$ cat src/rtl/reaction_timer_fsm_pkg.sv
// Shared definitions for the reaction-time round controller: state encoding and default sizes.
package reaction_timer_fsm_pkg;

    localparam int unsigned TIME_W_DEF = 14;
    localparam int unsigned MAX_MS_DEF = 9999;

    typedef enum logic [2:0] {
        ST_IDLE   = 3'd0,
        ST_ARMED  = 3'd1,
        ST_TIMING = 3'd2,
        ST_RESULT = 3'd3,
        ST_FOUL   = 3'd4
    } state_t;

    // States from which a Start edge begins a new round.
    function automatic logic is_rest_state(input state_t s);
        return (s == ST_IDLE) || (s == ST_RESULT) || (s == ST_FOUL);
    endfunction

endpackage

$ cat src/rtl/reaction_timer_fsm_rise_edge.sv
// 1-bit rising-edge detector: pulse when the current sample is high and the previous one was low.
module rise_edge (
    input  logic clk_i,
    input  logic rst_i,
    input  logic d_i,
    output logic rise_o
);

    logic prev_q;

    always_ff @(posedge clk_i) begin
        if (rst_i) begin
            prev_q <= 1'b0;
        end else begin
            prev_q <= d_i;
        end
    end

    assign rise_o = d_i & ~prev_q;

endmodule

$ cat src/rtl/reaction_timer_fsm.sv
// Round controller for the reaction-time game: arms the delay counter, times the player, flags fouls.
// Optional BEST_TIME_EN adds a BestTime output tracking the fastest completed round.
module reaction_timer_fsm
    import reaction_timer_fsm_pkg::*;
#(
    parameter int unsigned TIME_W = TIME_W_DEF,
    parameter int unsigned MAX_MS = MAX_MS_DEF
) (
    input  logic              ClockIn,
    input  logic              Reset,
    input  logic              Start,
    input  logic              React,
    input  logic              DelayDone,
    input  logic              TickMs,
    output logic              DelayEnable,
    output logic              Led,
    output logic [TIME_W-1:0] Time,
    output logic              Valid,
    output logic              FalseStart
`ifdef BEST_TIME_EN
    ,
    output logic [TIME_W-1:0] BestTime
`endif
);

    localparam logic [TIME_W-1:0] MAX_T = TIME_W'(MAX_MS);

    logic start_rise;
    logic react_rise;

    rise_edge u_start_edge (
        .clk_i  (ClockIn),
        .rst_i  (Reset),
        .d_i    (Start),
        .rise_o (start_rise)
    );

    rise_edge u_react_edge (
        .clk_i  (ClockIn),
        .rst_i  (Reset),
        .d_i    (React),
        .rise_o (react_rise)
    );

    state_t            state_q, state_d;
    logic [TIME_W-1:0] time_q, time_d;
    logic              en_q, led_q, valid_q, foul_q;

    always_comb begin
        state_d = state_q;
        time_d  = time_q;
        case (state_q)
            ST_ARMED: begin
                if (react_rise) begin
                    state_d = ST_FOUL;
                end else if (DelayDone) begin
                    state_d = ST_TIMING;
                end
            end
            ST_TIMING: begin
                // A press wins over a coincident tick, so Time stays frozen on the press cycle.
                if (react_rise) begin
                    state_d = ST_RESULT;
                end else if (TickMs) begin
                    if (time_q >= MAX_T) begin
                        state_d = ST_RESULT;
                    end else begin
                        time_d = time_q + TIME_W'(1);
                    end
                end
            end
            default: begin
                if (is_rest_state(state_q) && start_rise) begin
                    state_d = ST_ARMED;
                    time_d  = '0;
                end else if (!is_rest_state(state_q)) begin
                    state_d = ST_IDLE;
                end
            end
        endcase
    end

    // Outputs are decoded from the next state so they change together with the state register.
    always_ff @(posedge ClockIn) begin
        if (Reset) begin
            state_q <= ST_IDLE;
            time_q  <= '0;
            en_q    <= 1'b0;
            led_q   <= 1'b0;
            valid_q <= 1'b0;
            foul_q  <= 1'b0;
        end else begin
            state_q <= state_d;
            time_q  <= time_d;
            en_q    <= (state_d == ST_ARMED);
            led_q   <= (state_d == ST_TIMING);
            valid_q <= (state_d == ST_RESULT);
            foul_q  <= (state_d == ST_FOUL);
        end
    end

    assign DelayEnable = en_q;
    assign Led         = led_q;
    assign Time        = time_q;
    assign Valid       = valid_q;
    assign FalseStart  = foul_q;

`ifdef BEST_TIME_EN
    logic [TIME_W-1:0] best_q, best_d;

    always_comb begin
        best_d = best_q;
        if ((state_q == ST_TIMING) && (state_d == ST_RESULT) && (time_d < best_q)) begin
            best_d = time_d;
        end
    end

    always_ff @(posedge ClockIn) begin
        if (Reset) begin
            best_q <= MAX_T;
        end else begin
            best_q <= best_d;
        end
    end

    assign BestTime = best_q;
`endif

endmodule

$ cat config.mk
export PLATFORM = sky130hd
export DESIGN_NAME = reaction_timer_fsm
export DESIGN_NICKNAME = d
export VERILOG_FILES = /design/src/rtl/reaction_timer_fsm_pkg.sv /design/src/rtl/reaction_timer_fsm_rise_edge.sv /design/src/rtl/reaction_timer_fsm.sv
export SDC_FILE = /design/constraint.sdc
export NUM_CORES = 1
export LEC_CHECK = 0
export CORE_MARGIN = 8
export CORE_UTILIZATION = 40
export CTS_CLUSTER_DIAMETER = 150
export DETAILED_ROUTE_END_ITERATION = 7
export PLACE_DENSITY_LB_ADDON = 0.25
export SYNTH_ARGS = -nofsm -noshare
export SYNTH_HDL_FRONTEND = slang
export SYNTH_SLANG_ARGS = --single-unit
$ cat constraint.sdc
create_clock -name ClockIn -period 1.4 [get_ports ClockIn]
set_clock_uncertainty 0.05 [all_clocks]
set_input_delay 0.14 -clock ClockIn [delete_from_list [all_inputs] [get_ports ClockIn]]
set_output_delay 0.14 -clock ClockIn [all_outputs]
set_load 0.005 [all_outputs]
== After elaboration in Yosys (flattened, before gate mapping) ==
Index checks and enable logic that the tools add are counted.
Widths: inputs -> output; s select.

* Register bits after elaboration: 23
* Output and inout port bits: 18
* Bits of input ports: 6
* Word-level logic and storage cells: 45

* Reductions and logical operators: 6
* $add $sub $neg: 1
* $lt $le $gt $ge: 1
* Eq/ne operators: 11
* Bitwise gates (word level): 5
* Multiplexer cells: 13

{| class="wikitable"
|+ Operators by type and width
! operator !! number
|-
| $mux 14 || 4
|-
| $pmux 14 s2 || 1
|-
| $mux 3 || 7
|-
| $add 14x1->14 const B || 1
|-
| $ge 14x14->1 const B || 1
|-
| $eq 3x2->1 const B || 4
|-
| $eq 3x1->1 const B || 2
|-
| $eq 3x3->1 const B || 2
|-
| $ne 2x2->1 const B || 3
|-
| $pmux 3 s2 || 1
|-
| $reduce_and 5->1 || 1
|-
| $logic_not 3->1 || 1
|-
| $not 1->1 || 3
|-
| $and 1x1->1 || 2
|-
| $logic_or 1x1->1 || 2
|-
| $reduce_bool 2->1 || 1
|-
| $logic_and 1x1->1 || 1
|}

== Longest topological paths before layout ==
* Depth in word-level cells: 7
* Gate-level depth with buffers: 7
* Gate-level depth less buffers: 6

== Cells and area by module ==
From an unflattened synthesis, not the netlist that was laid out.

* Cell total of the unflattened synthesis: 122
* Area, all modules: 1151.1 sq um

{| class="wikitable"
|+ Modules (own cells, without submodules)
! module !! times used !! cells each !! seq. area each (sq um) !! area an instance (sq um)
|-
| reaction_timer_fsm || 1 || 116 || 420.4 || 1056.0
|-
| rise_edge || 2 || 3 || 20.0 || 47.5
|}

== Worst setup path after synthesis ==
Ideal clock, no wire load.

* Path type: register to register
* Start point: reg time_q[0] (netlist: Time[0])
* End point: reg time_q[0] (netlist: Time[0])
* Cell stages (with the launch flop): 7
* Path buffers: 0
* Data required time: 1.249 ns
* Arrival time: 1.498 ns
* Path slack: -0.249 ns
* Period minus slack after synthesis: 1.649 ns
* Cell sequence: dfxtp_1 > ha_1 > nand3_1 > a21oi_2 > o21bai_1 > or3b_1 > o41ai_1

* Word-level cells in the longest chain between the ends: 5
* Elaborated cells between the ends (all ways): 8

{| class="wikitable"
|+ Ends and longest elaborated chain
! what !! line !! RTL
|-
| from (decl) || reaction_timer_fsm.sv:46 || <nowiki>logic [TIME_W-1:0] time_q, time_d;</nowiki>
|-
| from (signal assigned) || reaction_timer_fsm.sv:94 || <nowiki>time_q <= time_d;</nowiki>
|-
| $add 14x1->14 || reaction_timer_fsm.sv:68 || <nowiki>time_d = time_q + TIME_W'(1);</nowiki>
|-
| $mux 14 || reaction_timer_fsm.sv:65 || <nowiki>if (time_q >= MAX_T) begin</nowiki>
|-
| $mux 14 || reaction_timer_fsm.sv:64 || <nowiki>end else if (TickMs) begin</nowiki>
|-
| $mux 14 || reaction_timer_fsm.sv:62 || <nowiki>if (react_rise) begin</nowiki>
|-
| $pmux 14 s2 || reaction_timer_fsm.sv:52 || <nowiki>case (state_q)</nowiki>
|}

Parallel ways exist; a longest one is shown, timed or not. The select of a mux whose other input is x is not followed.
A chain may end at the register's enable or synchronous reset.

== Final worst setup path ==
* Start point: reg time_q[4] (netlist: Time[4])
* End point: reg time_q[1] (netlist: Time[1])

* Word-level cells in the longest chain between the ends: 3

{| class="wikitable"
|+ Ends and longest elaborated chain
! what !! line
|-
| $ge 14x14->1 || reaction_timer_fsm.sv:65
|-
| $ne 2x2->1 (no line) || -
|-
| $reduce_and 5->1 (no line) || -
|}

Every way passes these cells.

==> impl_results.md <==
* Outcome: finished, violations left
* Failing checks: setup timing
* Crit end category: flop
* Fin worst setup slack at -244 ps
* Post-synth EDFFs at 0
* I/O Pins at 24
* Post-synth top area cell: dfxtp_1
* CTS tree: built
* Crit-path cells: nor4_4 -> buf_4 -> a21oi_4 -> o21bai_1 -> buf_4 -> mux2i_1 -> nor2_1
* H-tree depth at 1
* DR pass1 iterations at 4
* RSZ-0062 raised after global routing: true
* Die width at 69.8 um
* Logic pwr share at 13.7%
* Reg area at 493 sq um
* Setup TNS at -2980 ps
* # hold bufs at CTS at 0
* Main synth FF type: dfxtp_1
* # setup viols final at 18
* Max VDD drop at 660 uV
* Total number of vias at 1186
* Die area at 0.00487 sq mm
* Area grow syn2layout at 70.8%
* ANT cells at 0
* Cell Area, Synth at 0.00116 sq mm
* Slew headroom at 80.7%
* Starting Density at 42.0%
* Startpoint Class: flop
* Total power at 0.00117 W
* Number of fillers in the final layout at 209
* Grt ovf at 0
* Die Y at 69.8 um
* TritonCTS sink count at 23
* Clock insertion delay at the later pin of the skew report at 340 ps
* Sequential Power Share at 56.9%
* Vias in the first global route at 1277
* CP max FO at 6
* Initial DRC Count at 62
* Distinct cells, synth at 37
* Fmax at 608 MHz
* I/O Buffers at 23
* Crit-path most repeated cell: buf_4
* GPL Wtd Cong at 0.871
* Slew Limit Fails at 0
* Pwr dens at 592 mW/mm^2
* Footprint of the multi-input gates at 855 sq um
* Core Region at 0.00276 sq mm
* Final antenna-violating net count at 0
* Pint at 0.000864 W
* Peak per-stage delay on the critical path at 380 ps
* Initial antenna violation count at 0
* Most frequent cells in the layout: 34 x buf_4, 19 x nor2_1, 14 x dfxtp_2
* Top cell type's share of synthesized area at 39.7%
* Clock power share at 29.4%
* NumNets Final at 200
* First-pass GRT wire length at 6.12 mm
* Clock Root Buffer: clkbuf_4
* Cells after Synth at 131
* Leading cell type in the layout, fill and taps excluded: buf_4
* WP data required at 1590 ps
* Largest net degree at the start of global routing at 15
* Final Hold Viols at 0
* Reg clk slew, reported paths at 140 ps
* Clock Tree Buf Depth at 2
* Avg WL per Cell at 15.2 um
* Ys async rst share at 0%
* Share of cells above drive strength 1 at 46.4%
* CP arrival at 1830 ps
* P_sw at 0.000309 W
* Syn Nets at 138
* Slew @ Worst Pin at 286 ps
* Hold WC Path Type: primary input to flop
* Avg Cell Area, Syn at 8.84 sq um
* FP Rows at 19
* Seq cells post-synth at 23
* Max_cap viols at 0
* Part of the cycle the worst path needs at 117%
* Final Critical Period at 1640 ps
* Register area share after synthesis at 39.7%
* Worst path slowest cell: dfxtp_4
* P_leak at 0.787 nW
* TritonCTS Buffers at 3
* Setup Crit Path Kind: flop to flop
* Top area cells in the synthesized netlist: dfxtp_1 40%, xnor2_1 8.3%, nor2_1 6.2%, nor3_1 4.3%, nand4_1 3.2%
* GRT Total Usage at 14.6%
* Via/cell ratio at 5.32
* Total wire length at 3.39 mm
* HPWL after DPL at 2.55 mm
* Synth warnings at 0
* Drc violations at 0
* Sw frac at 26.3%
==> registers in the layout, summed over array words and instances, names as in the netlist <==
name,cells
u_start_edge.prev_q,1
u_react_edge.prev_q,1
state_q,3
Valid,1
Led,1
FalseStart,1
DelayEnable,1
Time,14
==> power by group through the flow <==
stage / clock network [W] / registers [W] / logic, W
3_3_place_gp: 0 / 0.000682 / 0.000150
3_5_place_dp: 0 / 0.000683 / 0.000154
5_1_grt: 0.000380 / 0.000669 / 0.000173
2_1_floorplan: 0 / 0.000684 / 0.0000749
4_1_cts: 0.000347 / 0.000667 / 0.000158
6_report: 0.000345 / 0.000667 / 0.000161
==> cells by family after synthesis <==
kind of cell             Yosys count  share of synthesized area (%)
AND/OR/NAND/NOR                   72                           37.3
flip-flops                        23                           39.7
AO/OA/AOI/OAI                     14                           8.64
XOR/XNOR                          11                           8.32
buffers and inverters              9                           4.10
multiplexers                       1                          0.864
adder cells (fa/ha/maj)            1                           1.08
==> Yosys cell counts (3+ instances only) <==
master / n
a21oi_1: 3
and2_1: 3
and3_1: 3
clkbuf_1: 3
dfxtp_1: 23
nand2_1: 3
nand3_1: 6
nand4_1: 6
nor2_1: 19
nor2b_1: 5
nor3_1: 10
nor4_1: 3
o21ai_0: 5
xnor2_1: 11
==> final cells by class <==
cell class	instances	area share (%)
clock inverters	1	0.316
flip-flops and latches	23	24.9
repair buffers	64	28.1
well taps	31	1.96
clock buffers	3	1.14
inverters	2	0.379
multi-input cells	99	43.2
==> per-layer routing <==
layer,vias to the layer above,global-route usage (%),share of wire [%],wire length (um)
met4,0,4.46,1.2,39
met5,-,0,0,0
met1,571,17.8,45,1520
met3,3,3.29,5.6,188
li1,587,-,-,-
met2,25,24.7,48,1640
==> critical path: cells and delay by family, from the launching register on <==
family          cells  cell delay, ps
flops               1             380
compound gates      2             280
simple gates        2             350
buf+inv             2             310
mux                 1             180
==> metrics by stage <==
stage / instances / hold WS [ps] / cell area [sq um] / worst slack (ps) / util [%]
6_report: 223 / 328 / 1980 / -244 / 71.8
5_1_grt: 223 / 332 / 1980 / -325 / 71.8
4_1_cts: 221 / 329 / 1920 / -216 / 69.8
3_5_place_dp: 216 / 518 / 1780 / -276 / 64.4
3_3_place_gp: 216 / 498 / 1780 / -228 / 64.4
2_1_floorplan: 131 / 218 / 1280 / -151 / -
==> path summary, 6_finish.rpt <==
path / startpoint / end / slack, ps / cells past startpoint
worst max register to register: Time[4] / Time[1] / -240 / 7
worst min register to register: state_q[1] / state_q[2] / 550 / 2
worst max-delay path: Time[4] / Time[1] / -240 / 7
worst min-delay path: Start / u_start_edge.prev_q / 330 / 2
==> timing repair <==
action                                  CTS  global route
setup buffers                             1             2
pin swaps                                24            17
endpoints found under the setup margin   33            20
resized for setup                        44            10
No activity file was read; power rests on OpenSTA's default activity.
